### config.mk
export PLATFORM = sky130hd
export DESIGN_NAME = multi_channel_state_monitor_flat
export DESIGN_NICKNAME = d
export VERILOG_FILES = /design/src/rtl/multi_channel_state_monitor_if.sv /design/src/rtl/multi_channel_state_monitor.sv /design/src/flat_wrapper.sv
export SDC_FILE = /design/constraint.sdc
export NUM_CORES = 1
export LEC_CHECK = 0
export ABC_AREA = 1
export ABC_CLOCK_PERIOD_IN_PS = 5100
export CORE_ASPECT_RATIO = 0.75
export CORE_UTILIZATION = 47
export DETAILED_ROUTE_END_ITERATION = 7
export HOLD_SLACK_MARGIN = 0.02
export PLACE_DENSITY = 0.61
export SLEW_MARGIN = 20
export SYNTH_ARGS = -nofsm -noshare
export SYNTH_HDL_FRONTEND = slang
export SYNTH_SLANG_ARGS = --single-unit
### constraint.sdc
create_clock -name clk -period 5.1 [get_ports clk]
set_clock_uncertainty 0.15 [all_clocks]
set_input_delay 1.53 -clock clk [delete_from_list [all_inputs] [get_ports clk]]
set_output_delay 1.53 -clock clk [all_outputs]
set_load 0.02 [all_outputs]
### src/rtl/multi_channel_state_monitor_if.sv
// Control and status bundle for the multi-channel state monitor.
// The monitor attaches through the slave modport; the controlling side uses master.
interface multi_channel_state_monitor_if #(
    parameter int N_CH  = 8,
    parameter int DLY_W = 4,
    parameter int EVT_W = 8
);
    logic              ena;
    logic [N_CH-1:0]   sig_in;
    logic [DLY_W-1:0]  delay_sel;
    logic              mode;
    logic              clr_evt;
    logic [N_CH-1:0]   stable_out;
    logic [N_CH-1:0]   change_pulse;
    logic [N_CH-1:0]   transient;
    logic [EVT_W-1:0]  evt_cnt;
    logic              evt_ovf;
    logic              any_change;

    modport master (
        output ena, sig_in, delay_sel, mode, clr_evt,
        input  stable_out, change_pulse, transient, evt_cnt, evt_ovf, any_change
    );

    modport slave (
        input  ena, sig_in, delay_sel, mode, clr_evt,
        output stable_out, change_pulse, transient, evt_cnt, evt_ovf, any_change
    );
endinterface

### src/rtl/multi_channel_state_monitor.sv
// Per-channel holdoff/debounce filter with a saturating event counter; no backpressure, ena=0 freezes all state.
// Latency from sig_in edge k: holdoff reports after k+1, debounce after k+2+L.
module multi_channel_state_monitor #(
    parameter int N_CH  = 8,
    parameter int DLY_W = 4,
    parameter int SCALE = 10000,
    parameter int CNT_W = 18,
    parameter int EVT_W = 8
) (
    input  logic                           clk,
    input  logic                           rst_n,
    multi_channel_state_monitor_if.slave   bus
);

    localparam int SCL_W  = $clog2(SCALE + 1);
    localparam int PROD_W = DLY_W + SCL_W + CNT_W;
    localparam int PC_W   = $clog2(N_CH + 1);
    localparam int SUM_W  = EVT_W + PC_W + 1;

    localparam logic [PROD_W-1:0] L_MAX   = PROD_W'({CNT_W{1'b1}});
    localparam logic [SUM_W-1:0]  EVT_MAX = SUM_W'({EVT_W{1'b1}});

    typedef enum logic {
        ST_IDLE  = 1'b0,
        ST_TRANS = 1'b1
    } state_t;

    logic [N_CH-1:0]  r_sync_q;
    logic [N_CH-1:0]  r_stable;
    logic [N_CH-1:0]  r_pulse;
    logic [N_CH-1:0]  r_cap_mode;
    state_t           r_state [N_CH];
    logic [CNT_W-1:0] r_cnt   [N_CH];
    logic [EVT_W-1:0] r_evt_cnt;
    logic             r_evt_ovf;

    logic [PROD_W-1:0] w_prod;
    logic [CNT_W-1:0]  w_len;
    state_t            w_state_nxt [N_CH];
    logic [CNT_W-1:0]  w_cnt_nxt   [N_CH];
    logic [N_CH-1:0]   w_stable_nxt;
    logic [N_CH-1:0]   w_pulse_nxt;
    logic [N_CH-1:0]   w_cap_mode_nxt;
    logic [N_CH-1:0]   w_pulse_gated;
    logic [N_CH-1:0]   w_trans;
    logic [PC_W-1:0]   w_pc;
    logic [SUM_W-1:0]  w_sum;

    // Full-width product so large delay_sel*SCALE saturates instead of wrapping.
    assign w_prod = PROD_W'(bus.delay_sel) * PROD_W'(SCALE);
    assign w_len  = (w_prod > L_MAX) ? {CNT_W{1'b1}} : w_prod[CNT_W-1:0];

    always_comb begin
        for (int i = 0; i < N_CH; i++) begin
            w_state_nxt[i]    = r_state[i];
            w_cnt_nxt[i]      = r_cnt[i];
            w_stable_nxt[i]   = r_stable[i];
            w_pulse_nxt[i]    = 1'b0;
            w_cap_mode_nxt[i] = r_cap_mode[i];
            case (r_state[i])
                ST_IDLE: begin
                    if (r_sync_q[i] != r_stable[i]) begin
                        w_state_nxt[i]    = ST_TRANS;
                        w_cnt_nxt[i]      = w_len;
                        w_cap_mode_nxt[i] = bus.mode;
                        if (!bus.mode) begin
                            w_stable_nxt[i] = r_sync_q[i];
                            w_pulse_nxt[i]  = 1'b1;
                        end
                    end
                end
                ST_TRANS: begin
                    if (!r_cap_mode[i]) begin
                        if (r_cnt[i] == '0) begin
                            w_state_nxt[i] = ST_IDLE;
                        end else begin
                            w_cnt_nxt[i] = r_cnt[i] - CNT_W'(1);
                        end
                    end else if (r_sync_q[i] == r_stable[i]) begin
                        w_state_nxt[i] = ST_IDLE;
                    end else if (r_cnt[i] == '0) begin
                        w_stable_nxt[i] = r_sync_q[i];
                        w_pulse_nxt[i]  = 1'b1;
                        w_state_nxt[i]  = ST_IDLE;
                    end else begin
                        w_cnt_nxt[i] = r_cnt[i] - CNT_W'(1);
                    end
                end
                default: w_state_nxt[i] = ST_IDLE;
            endcase
        end
    end

    // A pulse pending while frozen stays hidden and is shown once ena returns.
    assign w_pulse_gated = r_pulse & {N_CH{bus.ena}};

    always_comb begin
        w_pc    = '0;
        w_trans = '0;
        for (int i = 0; i < N_CH; i++) begin
            w_pc       = w_pc + PC_W'(w_pulse_gated[i]);
            w_trans[i] = (r_state[i] == ST_TRANS);
        end
        w_sum = (bus.clr_evt ? SUM_W'(0) : SUM_W'(r_evt_cnt)) + SUM_W'(w_pc);
    end

    always_ff @(posedge clk or negedge rst_n) begin
        if (!rst_n) begin
            r_sync_q   <= '0;
            r_stable   <= '0;
            r_pulse    <= '0;
            r_cap_mode <= '0;
            r_evt_cnt  <= '0;
            r_evt_ovf  <= 1'b0;
            for (int i = 0; i < N_CH; i++) begin
                r_state[i] <= ST_IDLE;
                r_cnt[i]   <= '0;
            end
        end else if (bus.ena) begin
            r_sync_q   <= bus.sig_in;
            r_stable   <= w_stable_nxt;
            r_pulse    <= w_pulse_nxt;
            r_cap_mode <= w_cap_mode_nxt;
            for (int i = 0; i < N_CH; i++) begin
                r_state[i] <= w_state_nxt[i];
                r_cnt[i]   <= w_cnt_nxt[i];
            end
            r_evt_cnt <= (w_sum > EVT_MAX) ? {EVT_W{1'b1}} : w_sum[EVT_W-1:0];
            if (bus.clr_evt) begin
                r_evt_ovf <= 1'b0;
            end else if (w_sum > EVT_MAX) begin
                r_evt_ovf <= 1'b1;
            end
        end
    end

    assign bus.stable_out   = r_stable;
    assign bus.change_pulse = w_pulse_gated;
    assign bus.transient    = w_trans;
    assign bus.evt_cnt      = r_evt_cnt;
    assign bus.evt_ovf      = r_evt_ovf;
    assign bus.any_change   = |w_pulse_gated;

endmodule

### src/flat_wrapper.sv
// flat-port wrapper written by rule: the top's interface ports become plain ports
module multi_channel_state_monitor_flat 
#(
    parameter int N_CH  = 8,
    parameter int DLY_W = 4,
    parameter int SCALE = 10000,
    parameter int CNT_W = 18,
    parameter int EVT_W = 8
)
  (clk, rst_n, bus_ena, bus_sig_in, bus_delay_sel, bus_mode, bus_clr_evt, bus_stable_out, bus_change_pulse, bus_transient, bus_evt_cnt, bus_evt_ovf, bus_any_change);
  multi_channel_state_monitor_if #(.N_CH(N_CH), .DLY_W(DLY_W), .EVT_W(EVT_W)) bus_i ();
  input  logic clk;
  input  logic rst_n;
  input wire logic [$bits(bus_i.ena)-1:0] bus_ena;
  input wire logic [$bits(bus_i.sig_in)-1:0] bus_sig_in;
  input wire logic [$bits(bus_i.delay_sel)-1:0] bus_delay_sel;
  input wire logic [$bits(bus_i.mode)-1:0] bus_mode;
  input wire logic [$bits(bus_i.clr_evt)-1:0] bus_clr_evt;
  output wire logic [$bits(bus_i.stable_out)-1:0] bus_stable_out;
  output wire logic [$bits(bus_i.change_pulse)-1:0] bus_change_pulse;
  output wire logic [$bits(bus_i.transient)-1:0] bus_transient;
  output wire logic [$bits(bus_i.evt_cnt)-1:0] bus_evt_cnt;
  output wire logic [$bits(bus_i.evt_ovf)-1:0] bus_evt_ovf;
  output wire logic [$bits(bus_i.any_change)-1:0] bus_any_change;
  assign bus_i.ena = bus_ena;
  assign bus_i.sig_in = bus_sig_in;
  assign bus_i.delay_sel = bus_delay_sel;
  assign bus_i.mode = bus_mode;
  assign bus_i.clr_evt = bus_clr_evt;
  assign bus_stable_out = bus_i.stable_out;
  assign bus_change_pulse = bus_i.change_pulse;
  assign bus_transient = bus_i.transient;
  assign bus_evt_cnt = bus_i.evt_cnt;
  assign bus_evt_ovf = bus_i.evt_ovf;
  assign bus_any_change = bus_i.any_change;
  multi_channel_state_monitor #(.N_CH(N_CH), .DLY_W(DLY_W), .SCALE(SCALE), .CNT_W(CNT_W), .EVT_W(EVT_W)) u_core (.clk(clk), .rst_n(rst_n), .bus(bus_i));
endmodule
# After elaboration in Yosys (flattened, before gate mapping)
# Index checks and enable logic that the tools add are counted.
totals:
  in_bits: 17
  word_cells: 337
  ff_bits: 193
op_classes:
  add_sub_neg: 16
  muxes: 174
  multipliers: 1
  n_bitwise: 9
  order_cmp: 2
  n_eq_ne: 64
  reduce_logical: 35
ops:
  columns: ["operator", "count"]
  rows:
  - ["18-bit 2-to-1 mux", 33]
  - ["18-bit one-hot mux with 2 select lines", 8]
  - ["18-bit logical NOT", 8]
  - ["18-bit by 1-bit subtractor with 18-bit output (second input constant)", 8]
  - ["1-bit 2-to-1 mux", 107]
  - ["2-bit != test (second input constant)", 24]
  - ["1-bit one-hot mux with 2 select lines", 24]
  - ["3-bit AND reduction", 16]
  - ["6-bit AND reduction", 8]
  - ["2-bit by 1-bit != test with 1-bit output (second input constant)", 16]
  - ["4-bit by 1-bit adder with 4-bit output", 6]
  - ["3-bit != test (second input constant)", 8]
  - ["18-bit > comparator (second input constant)", 1]
  - ["8-bit 2-to-1 mux", 2]
  - ["4-bit by 10-bit multiplier with 14-bit output (second input constant)", 1]
  - ["13-bit by 4-bit adder with 13-bit output", 1]
  - ["13-bit by 8-bit > comparator with 1-bit output (second input constant)", 1]
  - ["8-bit AND", 1]
  - ["1-bit == test", 8]
  - ["1-bit != test", 8]
  - ["1-bit inverter", 8]
  - ["8-bit OR reduction", 1]
  - ["1-bit by 1-bit adder with 2-bit output", 1]
  - ["2-bit AND reduction", 1]
  - ["2-bit nonzero test", 1]

# Depth between registers and ports, before layout
# Gate-level depths: netlist of run 1.
logic_depth:
  ltp_word: 12
  ltp_mapped: 20
  mapped_depth_nobuf: 17

# Worst setup path after synthesis of run 1
# Ideal clock, no wire load.
synth_path:
  path_type: "input to register"
  from: "in bus_ena"
  to: "reg u_core.r_evt_cnt[3], in the netlist u_core.bus.evt_cnt[3]"
  n_path_buf: 3
  setup_ns: 0.087
  arrival_time_ns: 5.502
  path_slack_ns: -0.639
  t_required_ns: 4.863
  stages: 18
  path_cell_list: "buf_2 > buf_2 > buf_1 > nand2_1 > ha_1 > inv_1 > fa_1 > fa_1 > fa_1 > inv_1 > fa_1 > inv_1 > fa_1 > o21ai_0 > nand3_1 > nor2_1 > nor2_1 > a22oi_1"
synth_between:
  elab_chain_cells: 11
synth_lines:
  columns: ["item", "line_no", "text"]
  rows:
  - ["start: declaration", "flat_wrapper.sv:14", "input wire logic [$bits(bus_i.ena)-1:0] bus_ena;"]
  - ["8-bit AND", "multi_channel_state_monitor.sv:95", "assign w_pulse_gated = r_pulse & {N_CH{bus.ena}};"]
  - ["1-bit by 1-bit adder with 2-bit output", "multi_channel_state_monitor.sv:101", "w_pc = w_pc + PC_W'(w_pulse_gated[i]);"]
  - ["4-bit by 1-bit adder with 4-bit output (6 in a row)", "multi_channel_state_monitor.sv:101", null]
  - ["13-bit by 4-bit adder with 13-bit output", "multi_channel_state_monitor.sv:104", "w_sum = (bus.clr_evt ? SUM_W'(0) : SUM_W'(r_evt_cnt)) + SUM_W'(w_pc);"]
  - ["13-bit by 8-bit > comparator with 1-bit output", "multi_channel_state_monitor.sv:128", "r_evt_cnt <= (w_sum > EVT_MAX) ? {EVT_W{1'b1}} : w_sum[EVT_W-1:0];"]
  - ["8-bit 2-to-1 mux", "multi_channel_state_monitor.sv:128", null]
  - ["end signal: assignment", "multi_channel_state_monitor.sv:128", null]
  - ["end: declaration", "multi_channel_state_monitor.sv:34", "logic [EVT_W-1:0] r_evt_cnt;"]
# Several ways; a longest one is shown, not always the timed one.
# A chain may end at the register's enable or synchronous reset.

# Worst setup path in the final report of run 1
layout_path:
  from: "in bus_ena"
  to: "out bus_any_change"
layout_between:
  elab_chain_cells: 2
layout_lines:
  columns: ["item", "line_no", "text"]
  rows:
  - ["8-bit AND", "multi_channel_state_monitor.sv:95", null]
  - ["8-bit OR reduction", "multi_channel_state_monitor.sv:142", "assign bus.any_change = |w_pulse_gated;"]
  - ["end: declaration", "flat_wrapper.sv:24", "output wire logic [$bits(bus_i.any_change)-1:0] bus_any_change;"]
# Every way passes these cells.

==> metrics.txt, run 1 <==
outcome finished, final reports clean; growth of design area from synthesis to finish 12.4%; LEAKAGE approximately 0.008 uW; main combinational cell family by area after synthesis simple AND/OR/NAND/NOR gates; portion of the post-synthesis area used by sequential elements 35.7%; Worst-path clk slew ~0.06 ns; Power, Total 9340 uW; number of global-route vias before repair ~12000; total standard cell area after synthesis around 0.014 sq mm; Worst Hold Path Cells 2; overall global routing resource usage a little over a quarter; ant diodes 0; area fraction in compound gates after synthesis 8.72%; number of port buffers 50; Routed Wire Length 39000 microns; multi-input combinational cell area around 0.0077 sq mm; Crit Path Class in2out; worst min-delay path category reg2reg; number of clock sinks a little under 200; power density of the placed cells 614 mW/mm^2; number of iterations in the first detailed-routing pass 5; Synth Area in Adders 3.95%; number of endpoints with negative hold slack in the final report 0; count of instances resized after the clock tree is built 0; number of endpoints failing setup at the final stage 0; final total negative setup slack 0 ns; Post-synth EDFFs 0; internal reg-to-reg setup slack approximately 1.1 ns; core area approximately 0.028 sq mm; half-perimeter wire length after detailed placement about 27000 microns; total setup buffers inserted after CTS 0; placed inst area roughly 0.015 sq mm; async set-or-reset flop fraction in the synthesized netlist 100%; worst-case clock buffer depth 2; horizontal die dimension ~200 microns; xor and xnor fraction of the mapped netlist area under 10%; Worst-Skew Late Latency between 0.4 and 0.5 ns; non-filler instance count after layout between 2000 and 3000; count of unique library cells instantiated by Yosys 40; Most used DFF post-synth sky130_fd_sc_hd__dfrtp_1; final instance area 0.0152 sq mm; kind of launch point of the worst setup path primary input; post-synthesis instance total about 2000; Max Fclk about 0.20 GHz; routed via count around 13000; # H-tree levels 4; arrival time of the worst setup path ~3.2 ns; area used by sequential logic in the layout approximately 0.0048 sq mm; Inserted Clock Buffers 17; overall overflow remaining after global route 0; worst ir drop on vdd around 300 uV; sink of the worst hold path u_core.r_pulse[7]; area share of the largest cell type after synthesis a little over a third; drc violations 0; DIE HEIGHT 149 microns; clock tree from TritonCTS done; count of nets after finishing 2161; row count 53; Final Critical Period about 4.9 ns; via density per instance 5.19; biggest area consumer among synthesized cells sky130_fd_sc_hd__dfrtp_1; multiplexer fraction of the synthesized cell area 0%; slew at the pin closest to its max-slew limit a little under 0.9 ns; critical path capture point type output port; maximum number of pins on one net before global-route repair 84; area of the die just under 0.03 sq mm; Critical R2R Launch u_core.r_pulse[0]; number of antenna violations at the first check in global routing 1; Wirelength per Cell around 16 microns; number of cells on the worst reg-to-reg path 15; antenna violation net count after detailed routing 0; initial core utilization a little under 50%; simple-gate portion of the synthesized area around two fifths; post-synthesis area per instance ~6.6 sq um; count of maximum capacitance violations 0; number of placed instances with taps included ~2500; Worst R2R End u_core.bus.evt_cnt[2]; CP Max Fanout 27; worst slew slack as a fraction of its limit 40.4%; max-slew violation count 0; final period utilization between 90% and 100%; Yosys warnings 0; flop and latch count out of synthesis 193; first-pass GRT wire length approximately 63000 microns; Detailed Route Iter0 Violations a little under 1000; clk root buf sky130_fd_sc_hd__clkbuf_16; count of hold-fix buffers inserted at cts 0; unrepaired setup endpoints after global routing no; hold path startpoint u_core.r_pulse[7]; syn_nets between 2000 and 2500; ratio of cells with drive above 1 in the final layout 6.57%; data required time at the worst endpoint ~3.4 ns; share of the core filled with cells a little over half; RD Place Congestion roughly 0.9; number of I/O pins between 50 and 60; fill cell count approximately 2800; biggest area contributors in the synthesized netlist sky130_fd_sc_hd__dfrtp_1, sky130_fd_sc_hd__nand2_1, sky130_fd_sc_hd__nand3_1
-- where the power goes --
group | internal (uW) | leakage [uW] | switching [uW] | total [uW]
Combinational | 1680 | 0.00504 | 3200 | 4880
Sequential | 2180 | 0.00242 | 777 | 2950
Clock | 876 | 0.000309 | 628 | 1500
-- layer usage --
metal  part of all wire [%]  wire length [microns]  track usage, %
met1                     51                  19800            41.3
met2                     43                  16600            40.1
met3                    5.2                   2020            4.11
met4                    1.6                    626            7.71
met5                      0                      0               0
-- critical path, cell delays in order --
cell and delay (ns):
sky130_fd_sc_hd__buf_2 0.15, sky130_fd_sc_hd__buf_4 0.15, sky130_fd_sc_hd__buf_4 0.22, sky130_fd_sc_hd__nand2_1 0.14, sky130_fd_sc_hd__inv_1 0.07, sky130_fd_sc_hd__nor4_1 0.25
sky130_fd_sc_hd__nand4_1 0.12, sky130_fd_sc_hd__clkdlybuf4s50_1 0.56
-- layout by cell type (no fill, tap or decap), types with 2 or more instances in the layout --
cell	instances
sky130_fd_sc_hd__o21ai_0	137
sky130_fd_sc_hd__or2_2	6
sky130_fd_sc_hd__o31ai_1	2
sky130_fd_sc_hd__nand3_4	3
sky130_fd_sc_hd__nand3_1	187
sky130_fd_sc_hd__o21a_1	2
sky130_fd_sc_hd__a22oi_1	3
sky130_fd_sc_hd__clkdlybuf4s50_1	48
sky130_fd_sc_hd__o21ai_4	3
sky130_fd_sc_hd__nor3_1	13
sky130_fd_sc_hd__nor2_1	243
sky130_fd_sc_hd__a31oi_1	3
sky130_fd_sc_hd__bufinv_16	5
sky130_fd_sc_hd__dfrtp_1	193
sky130_fd_sc_hd__fa_2	2
sky130_fd_sc_hd__nand2_2	8
sky130_fd_sc_hd__buf_4	38
sky130_fd_sc_hd__o22ai_1	5
sky130_fd_sc_hd__buf_12	3
sky130_fd_sc_hd__nand4_1	30
sky130_fd_sc_hd__clkinv_2	4
sky130_fd_sc_hd__inv_2	9
sky130_fd_sc_hd__o21ai_1	19
sky130_fd_sc_hd__xnor2_1	10
sky130_fd_sc_hd__nand3b_1	13
sky130_fd_sc_hd__a21oi_1	32
sky130_fd_sc_hd__o31ai_4	3
sky130_fd_sc_hd__nand3_2	4
sky130_fd_sc_hd__inv_1	196
sky130_fd_sc_hd__xor2_1	37
sky130_fd_sc_hd__nor2_8	3
sky130_fd_sc_hd__ha_1	30
sky130_fd_sc_hd__nand2_1	764
sky130_fd_sc_hd__fa_1	6
sky130_fd_sc_hd__nor2_4	12
sky130_fd_sc_hd__clkbuf_8	2
sky130_fd_sc_hd__clkbuf_16	17
sky130_fd_sc_hd__nor2_2	12
-- flip-flops by register name, indices dropped and copies added (netlist names) --
signal,count
u_core.bus.evt_ovf,1
u_core.r_sync_q,8
u_core.bus.evt_cnt,8
u_core.r_cap_mode,8
u_core.r_pulse,8
u_core.r_cnt,144
u_core.bus.transient,8
u_core.bus.stable_out,8
-- cell families (layout without fill, tap and decap cells) --
| kind of cell | Yosys count | after routing |
|---|---|---|
| AOI/OAI and AO/OA | 212 | 212 |
| DFF | 193 | 193 |
| xor gates and xnor gates | 47 | 47 |
| buffers and inverters | 266 | 327 |
| and+or+nand+nor | 1300 | 1300 |
| adders and majority gates | 38 | 38 |
-- stage by stage --
| stage | worst slack, ns | hold slack (ns) |
|---|---|---|
| after global placement | -0.131 | 0.318 |
| after floorplan | -0.133 | 0.299 |
| final | 0.211 | 0.333 |
| after global routing | 0.0323 | 0.368 |
| after detailed placement | -0.183 | 0.320 |
| after CTS | 0.191 | 0.339 |
-- synth_stat cells (9+ instances only) --
cell type                  instances
sky130_fd_sc_hd__nor2_1          245
sky130_fd_sc_hd__clkbuf_1         30
sky130_fd_sc_hd__nand3b_1         13
sky130_fd_sc_hd__a21oi_1          32
sky130_fd_sc_hd__nor2_2           12
sky130_fd_sc_hd__ha_1             30
sky130_fd_sc_hd__inv_2             9
sky130_fd_sc_hd__nand2_1         764
sky130_fd_sc_hd__buf_2            18
sky130_fd_sc_hd__inv_1           196
sky130_fd_sc_hd__xor2_1           37
sky130_fd_sc_hd__nor2_4           10
sky130_fd_sc_hd__nand4_1          30
sky130_fd_sc_hd__o21ai_0         138
sky130_fd_sc_hd__nand3_1         188
sky130_fd_sc_hd__nor3_1           13
sky130_fd_sc_hd__xnor2_1          10
sky130_fd_sc_hd__dfrtp_1         193
sky130_fd_sc_hd__o21ai_1          19
-- area by class of cell --
type / count / share of cell area [%]
Tap cell: 385 / 3.16
Sequential cell: 193 / 31.7
Inverter: 206 / 5.08
Multi-Input combinational cell: 1597 / 50.4
Clock buffer: 19 / 2.91
Timing Repair Buffer: 91 / 5.55
Clock inverter: 11 / 1.22
-- how the worst max path moves through the flow --
stage / start / end / slack [ns] / cells past startpoint
2_1_floorplan: bus_ena / u_core.bus.evt_cnt[3] / -0.13 / 19
4_1_cts: bus_ena / bus_any_change / 0.19 / 8
5_1_grt: bus_ena / bus_any_change / 0.03 / 8
6_report: bus_ena / bus_any_change / 0.21 / 8
3_3_place_gp: bus_ena / u_core.bus.evt_cnt[3] / -0.13 / 16
3_5_place_dp: bus_ena / u_core.bus.evt_cnt[2] / -0.18 / 16
Power figures use the tool's default switching activity.
==> run 2: changes to the inputs <==
--- a/config.mk
+++ b/config.mk
@@ -10,8 +10,10 @@
 export CORE_ASPECT_RATIO = 0.75
 export CORE_UTILIZATION = 47
 export DETAILED_ROUTE_END_ITERATION = 7
+export GPL_ROUTABILITY_DRIVEN = 0
 export HOLD_SLACK_MARGIN = 0.02
 export PLACE_DENSITY = 0.61
+export REMOVE_ABC_BUFFERS = 1
 export SLEW_MARGIN = 20
 export SYNTH_ARGS = -nofsm -noshare
 export SYNTH_HDL_FRONTEND = slang
==> run 2 against run 1 <==
  * Count of clock-buffer cells in the layout stayed put
  * Routed wire length is 4.3% lower
  * Register-to-register slack worse by 0.10 ns
  * Setup slack worse by 0.047 ns
  * Design area is 1.1% lower
  * Clock power is 13% lower
  * Sequential share of layout area is 0.34 points higher
  * Critical path depth is 1 higher
  * Largest cell class unchanged
  * Highest routed layer unchanged
==> metrics.txt, run 2 (same netlist as run 1, synthesis figures left out) <==
max reg flops 144 (unchanged); endpoint of the worst setup timing path bus_any_change; half-perimeter wire length after detailed placement 26100 microns (-4.9%); growth of design area from synthesis to finish 11.2%; Most flops, register u_core.r_cnt; fraction of met2 tracks used by global routing 39.9% (-0.28 points); max-slew violation count 0 (unchanged); Critical-path top delay cell sky130_fd_sc_hd__clkdlybuf4s50_1; number of iterations in the first detailed-routing pass 6 (+1); kind of launch point of the worst setup path primary input; core area 0.0282 sq mm (unchanged); number of clock sinks 193 (unchanged); slew at the pin closest to its max-slew limit 0.839 ns (-0.0554 ns); count of hold-fix buffers inserted at cts 0 (unchanged); commonest non-fill, non-tap cell in the layout sky130_fd_sc_hd__nand2_1; outcome finished, final reports clean; Final Critical Period 4.94 ns (+0.0472 ns); area used by sequential logic in the layout 0.00483 sq mm (unchanged); critical path capture point type output port; overall overflow remaining after global route 0 (unchanged); Routed Wire Length 37300 microns (-4.3%); Max Fclk 0.203 GHz (-0.96%); internal reg-to-reg setup slack 0.96 ns (-0.10 ns); post-layout worst setup margin 0.164 ns (-0.0472 ns); fill cell count 2826 (+0.75%); Worst R2R End u_core.bus.evt_cnt[4]; number of port buffers 50 (unchanged); critical path, cell by cell buf_2, buf_4, buf_4, nand2_1, buf_4, inv_1, nor4_1, nand4_1, clkdlybuf4s50_1; Critical Path Source bus_ena; worst-case clock buffer depth 2 (unchanged); count of instances resized after the clock tree is built 0 (unchanged); maximum number of pins on one net before global-route repair 83 (-1.2%); LEAKAGE 0.00769 uW (-1.0%); final total negative setup slack 0 ns (unchanged); final period utilization 96.8% (+0.92 points); DIE HEIGHT 149 microns (unchanged); number of I/O pins 51 (unchanged); clk root buf sky130_fd_sc_hd__clkbuf_16; power density of the placed cells 602 mW/mm^2 (-1.9%); Worst-path clk slew 0.07 ns (about the same); ratio of cells with drive above 1 in the final layout 6.38% (-0.19 points); initial core utilization 48.1% (unchanged); grt peak-use layer met2; first-pass GRT wire length 61300 microns (-2.1%); number of global-route vias before repair 11700 (+1.4%); via density per instance 5.18 (-0.30%); count of nets after finishing 2158 (-0.14%); number of antenna violations at the first check in global routing 0 (-1); Worst path max stage delay 0.55 ns (about the same); drc violations 0 (unchanged); multi-input combinational cell area 0.00765 sq mm (-0.26%); worst ir drop on vdd 371 uV (+24%); Placement Setup Slack -0.434 ns (-0.251 ns); Inserted Clock Buffers 17 (unchanged); arrival time of the worst setup path 3.26 ns (+0.05 ns); Detailed Route Iter0 Violations 1025 (+4.1%); number of endpoints failing setup at the final stage 0 (unchanged); unrepaired setup endpoints after global routing no; Critical R2R Launch u_core.r_pulse[1]; overall global routing resource usage 26.6% (-0.77 points); met1 usage in global routing 39.7% (-1.6 points); # H-tree levels 4 (unchanged); Worst-Skew Late Latency 0.46 ns (about the same); CP Max Fanout 31 (+15%); count of maximum capacitance violations 0 (unchanged); ant diodes 0 (unchanged); data required time at the worst endpoint 3.42 ns (about the same); horizontal die dimension 198 microns (unchanged); total setup buffers inserted after CTS 0 (unchanged); Crit Path Class in2out; clock tree from TritonCTS done; most frequent CP cell sky130_fd_sc_hd__buf_4; worst min-delay path category reg2reg; met3 capacity usage during global routing 3.55% (-0.57 points); number of cells on the worst reg-to-reg path 15 (unchanged); area of the die 0.0295 sq mm (unchanged); antenna violation net count after detailed routing 0 (unchanged); worst slew slack as a fraction of its limit 44.1% (+3.7 points); Wirelength per Cell 14.9 microns (-4.2%); number of endpoints with negative hold slack in the final report 0 (unchanged); most frequent cells in the layout sky130_fd_sc_hd__nand2_1, sky130_fd_sc_hd__nor2_1, sky130_fd_sc_hd__inv_1; routed via count 12900 (-0.34%); row count 53 (unchanged)
-- run 2: per-layer routing --
metal	vias up	part of all wire, %	wire [microns]
met3	35	4.1	1530
met4	0	1.8	658
li1	6602	-	-
met1	6068	51	19200
met5	-	0	0
met2	240	43	16000
-- run 2: worst min path at each step --
stage               cells past startpoint         startpoint  slack (ns)           endpoint
floorplan                               2  u_core.r_pulse[7]        0.30  u_core.r_pulse[7]
global placement                        2  u_core.r_cnt[126]        0.32  u_core.r_cnt[126]
detailed placement                      2   u_core.r_cnt[72]        0.33   u_core.r_cnt[72]
CTS                                     2   u_core.r_cnt[72]        0.34   u_core.r_cnt[72]
global route                            1   u_core.r_cnt[36]        0.35   u_core.r_cnt[36]
finish                                  2   u_core.r_cnt[72]        0.34   u_core.r_cnt[72]
-- run 2: area by class of cell --
type / instances / area share [%]
multi-input cells: 1597 / 50.8
flip-flops and latches: 193 / 32.1
repair buffers: 88 / 5.21
inverters: 206 / 5.13
well taps: 385 / 3.20
clock buffers: 19 / 2.94
clock inverters: 13 / 0.689
-- run 2: metrics by stage --
stage / hold WS (ns) / area [sq um] / utilization [%] / power (uW) / std cells
after floorplan: 0.299 / 13200 / - / 6320 / 1996
after global routing: 0.355 / 15100 / 53.4 / 10000 / 2501
after global placement: 0.317 / 14500 / 51.5 / 7650 / 2469
after detailed placement: 0.325 / 14500 / 51.5 / 7740 / 2469
after CTS: 0.342 / 15100 / 53.4 / 9080 / 2501
final: 0.338 / 15100 / 53.4 / 9060 / 2501
-- run 2: report_power, final --
group	internal, uW	switching, uW	total (uW)
Combinational	1670	3160	4830
Clock	646	653	1300
Sequential	2180	761	2940
Total	4500	4570	9060
-- run 2: worst max-delay path: cells and delay by family --
family / cells / cell delay (ns)
buffers and inverters: 6 / 1.20
AND/OR/NAND/NOR: 3 / 0.51
==> run 3: changes to the inputs <==
--- a/config.mk
+++ b/config.mk
@@ -8,6 +8,7 @@
 export ABC_AREA = 1
 export ABC_CLOCK_PERIOD_IN_PS = 5100
 export CORE_ASPECT_RATIO = 0.75
+export CORE_MARGIN = 2
 export CORE_UTILIZATION = 47
 export DETAILED_ROUTE_END_ITERATION = 7
 export GPL_ROUTABILITY_DRIVEN = 0
==> run 3 against run 2 <==
  * Sequential cell count is the same
  * Critical path depth fell by 3
  * Sequential power decreased by 1%
  * Clock power up 10%
  * Via count increased by 0.25%
  * Combinational power up 1%
  * Critical endpoint unchanged
  * Largest power group unchanged
==> metrics.txt, run 3 (same netlist as run 1, synthesis figures left out) <==
worst ir drop on vdd 329 uV (-11%); critical path capture point type output port; routed via count 13000 (+0.25%); Final Critical Period 4.88 ns (-0.0581 ns); share of the core filled with cells 53.8% (+0.35 points); Worst-Skew Late Latency 0.47 ns (about the same); Worst-path clk slew 0.07 ns (about the same); count of nets after finishing 2163 (+0.23%); Critical-path top delay cell sky130_fd_sc_hd__clkdlybuf4s50_1; most frequent CP cell sky130_fd_sc_hd__buf_4; CP Max Fanout 28 (-9.7%); internal reg-to-reg setup slack 0.98 ns (+0.02 ns); fraction of power spent switching nets 49.4% (-1.0 points); data required time at the worst endpoint 3.42 ns (about the same); Detailed Route Iter0 Violations 1012 (-1.3%); antenna violation net count after detailed routing 0 (unchanged); overall overflow remaining after global route 0 (unchanged); Worst path max stage delay 0.61 ns (+0.06 ns); number of endpoints with negative hold slack in the final report 0 (unchanged); clock tree from TritonCTS done; via density per instance 5.18 (+0.13%); half-perimeter wire length after detailed placement 26800 microns (+2.8%); critical path, cell by cell buf_2, buf_4, buf_4, nand2_1, nand4_1, clkdlybuf4s50_1; final total negative setup slack 0 ns (unchanged); number of port buffers 50 (unchanged); outcome finished, final reports clean; internal power 4670 uW (+3.9%); Wirelength per Cell 15.2 microns (+2.1%); worst min-delay path category reg2reg; maximum number of pins on one net before global-route repair 86 (+3.6%); clk root buf sky130_fd_sc_hd__clkbuf_16; horizontal die dimension 200 microns (+1.0%); max-slew violation count 0 (unchanged); number of antenna violations at the first check in global routing 0 (unchanged); row count 53 (unchanged); commonest non-fill, non-tap cell in the layout sky130_fd_sc_hd__nand2_1; power density of the placed cells 609 mW/mm^2 (+1.2%); number of global-route vias before repair 11600 (-0.88%); total setup buffers inserted after CTS 0 (unchanged); Most flops, register u_core.r_cnt; area of the die 0.0302 sq mm (+2.4%); ratio of cells with drive above 1 in the final layout 6.37% (-0.0090 points); drc violations 0 (unchanged); core area 0.0282 sq mm (unchanged); final period utilization 95.6% (-1.1 points); switching power of the nets 4560 uW (-0.26%); Crit Path Class in2out; ant diodes 0 (unchanged); count of hold-fix buffers inserted at cts 0 (unchanged); arrival time of the worst setup path 3.20 ns (-0.06 ns); Inserted Clock Buffers 17 (unchanged); Routed Wire Length 38200 microns (+2.3%); first-pass GRT wire length 61900 microns (+0.93%); overall global routing resource usage 26.5% (-0.085 points); Max Fclk 0.205 GHz (+1.2%); number of clock sinks 193 (unchanged); worst slew slack as a fraction of its limit 45.7% (+1.6 points); growth of design area from synthesis to finish 11.9%; post-layout worst setup margin 0.222 ns (+0.0581 ns); number of iterations in the first detailed-routing pass 5 (-1); logic gate share of total power 53.1% (-0.2 points); number of I/O pins 51 (unchanged); gate family responsible for the most delay along the worst path buffers and inverters; unrepaired setup endpoints after global routing no; critical path buffer and inverter count 4 (-2); most frequent cells in the layout sky130_fd_sc_hd__nand2_1, sky130_fd_sc_hd__nor2_1, sky130_fd_sc_hd__inv_1; max reg flops 144 (unchanged); Sequential Power Share 31.4% (-1.0 points); number of endpoints failing setup at the final stage 0 (unchanged); # H-tree levels 4 (unchanged); LEAKAGE 0.00775 uW (+0.78%); Placement Setup Slack -0.301 ns (+0.134 ns); proportion of power drawn by the clock network 15.5% (+1.2 points); DIE HEIGHT 151 microns (+1.3%); kind of launch point of the worst setup path primary input; initial core utilization 48.1% (unchanged); worst-case clock buffer depth 2 (unchanged); slew at the pin closest to its max-slew limit 0.815 ns (-0.0234 ns); count of maximum capacitance violations 0 (unchanged)
[run 3: power groups by stage]
stage / Sequential (uW) / Combinational, uW / Clock, uW
finish: 2900 / 4900 / 1430
global route: 3000 / 5640 / 1510
CTS: 2880 / 4900 / 1450
detailed placement: 2900 / 4880 / 0
global placement: 2900 / 4770 / 0
floorplan: 2920 / 3410 / 0
[run 3: worst min-delay path, cell delays in order (launching register included)]
cell and delay [ns]:
sky130_fd_sc_hd__dfrtp_1 0.34, sky130_fd_sc_hd__nand2_1 0.05, sky130_fd_sc_hd__nand2_1 0.06
[run 3: area by class of cell]
cell class	count	area, sq um
Sequential cell	193	4830
Multi-Input combinational cell	1597	7640
Fill cell	2756	13000
Clock buffer	21	470
Clock inverter	9	133
Tap cell	385	482
Inverter	206	773
Timing Repair Buffer	93	835
[run 3: worst paths after layout]
path | startpoint | end | depth (start not counted)
hold / removal | u_core.r_pulse[5] | u_core.r_pulse[5] | 2
setup reg to reg | u_core.r_pulse[1] | u_core.bus.evt_cnt[6] | 15
setup / recovery | bus_ena | bus_any_change | 6
hold reg to reg | u_core.r_pulse[5] | u_core.r_pulse[5] | 2
min in group asynchronous | rst_n | u_core.bus.transient[0] | 1
max in group asynchronous | rst_n | u_core.r_cnt[107] | 2
[run 3: per-stage QoR]
step / instance area (sq um) / total power, uW / instances / hold WS, ns
4_1_cts: 15200 / 9240 / 2504 / 0.337
3_5_place_dp: 14600 / 7770 / 2474 / 0.317
6_report: 15200 / 9230 / 2504 / 0.334
5_1_grt: 15200 / 10100 / 2504 / 0.353
2_1_floorplan: 13200 / 6320 / 1996 / 0.299
3_3_place_gp: 14600 / 7670 / 2474 / 0.317
[run 3: per-layer routing]
metal  global-route usage, %  up-vias  part of all wire, %  routed length [microns]
li1                        -     6619                    -                        -
met1                    39.6     6014                   50                    19200
met2                    39.5      305                   43                    16300
met3                    4.34       40                  5.6                     2120
met4                    7.04        0                  1.5                      558
met5                       0        -                    0                        0
[run 3: timing repair]
item | 4_1_cts | 5_1_grt
endpoints found under the setup margin | 0 | 9
gates resized for setup | 0 | 1
hold endpoints to repair | 0 | 0
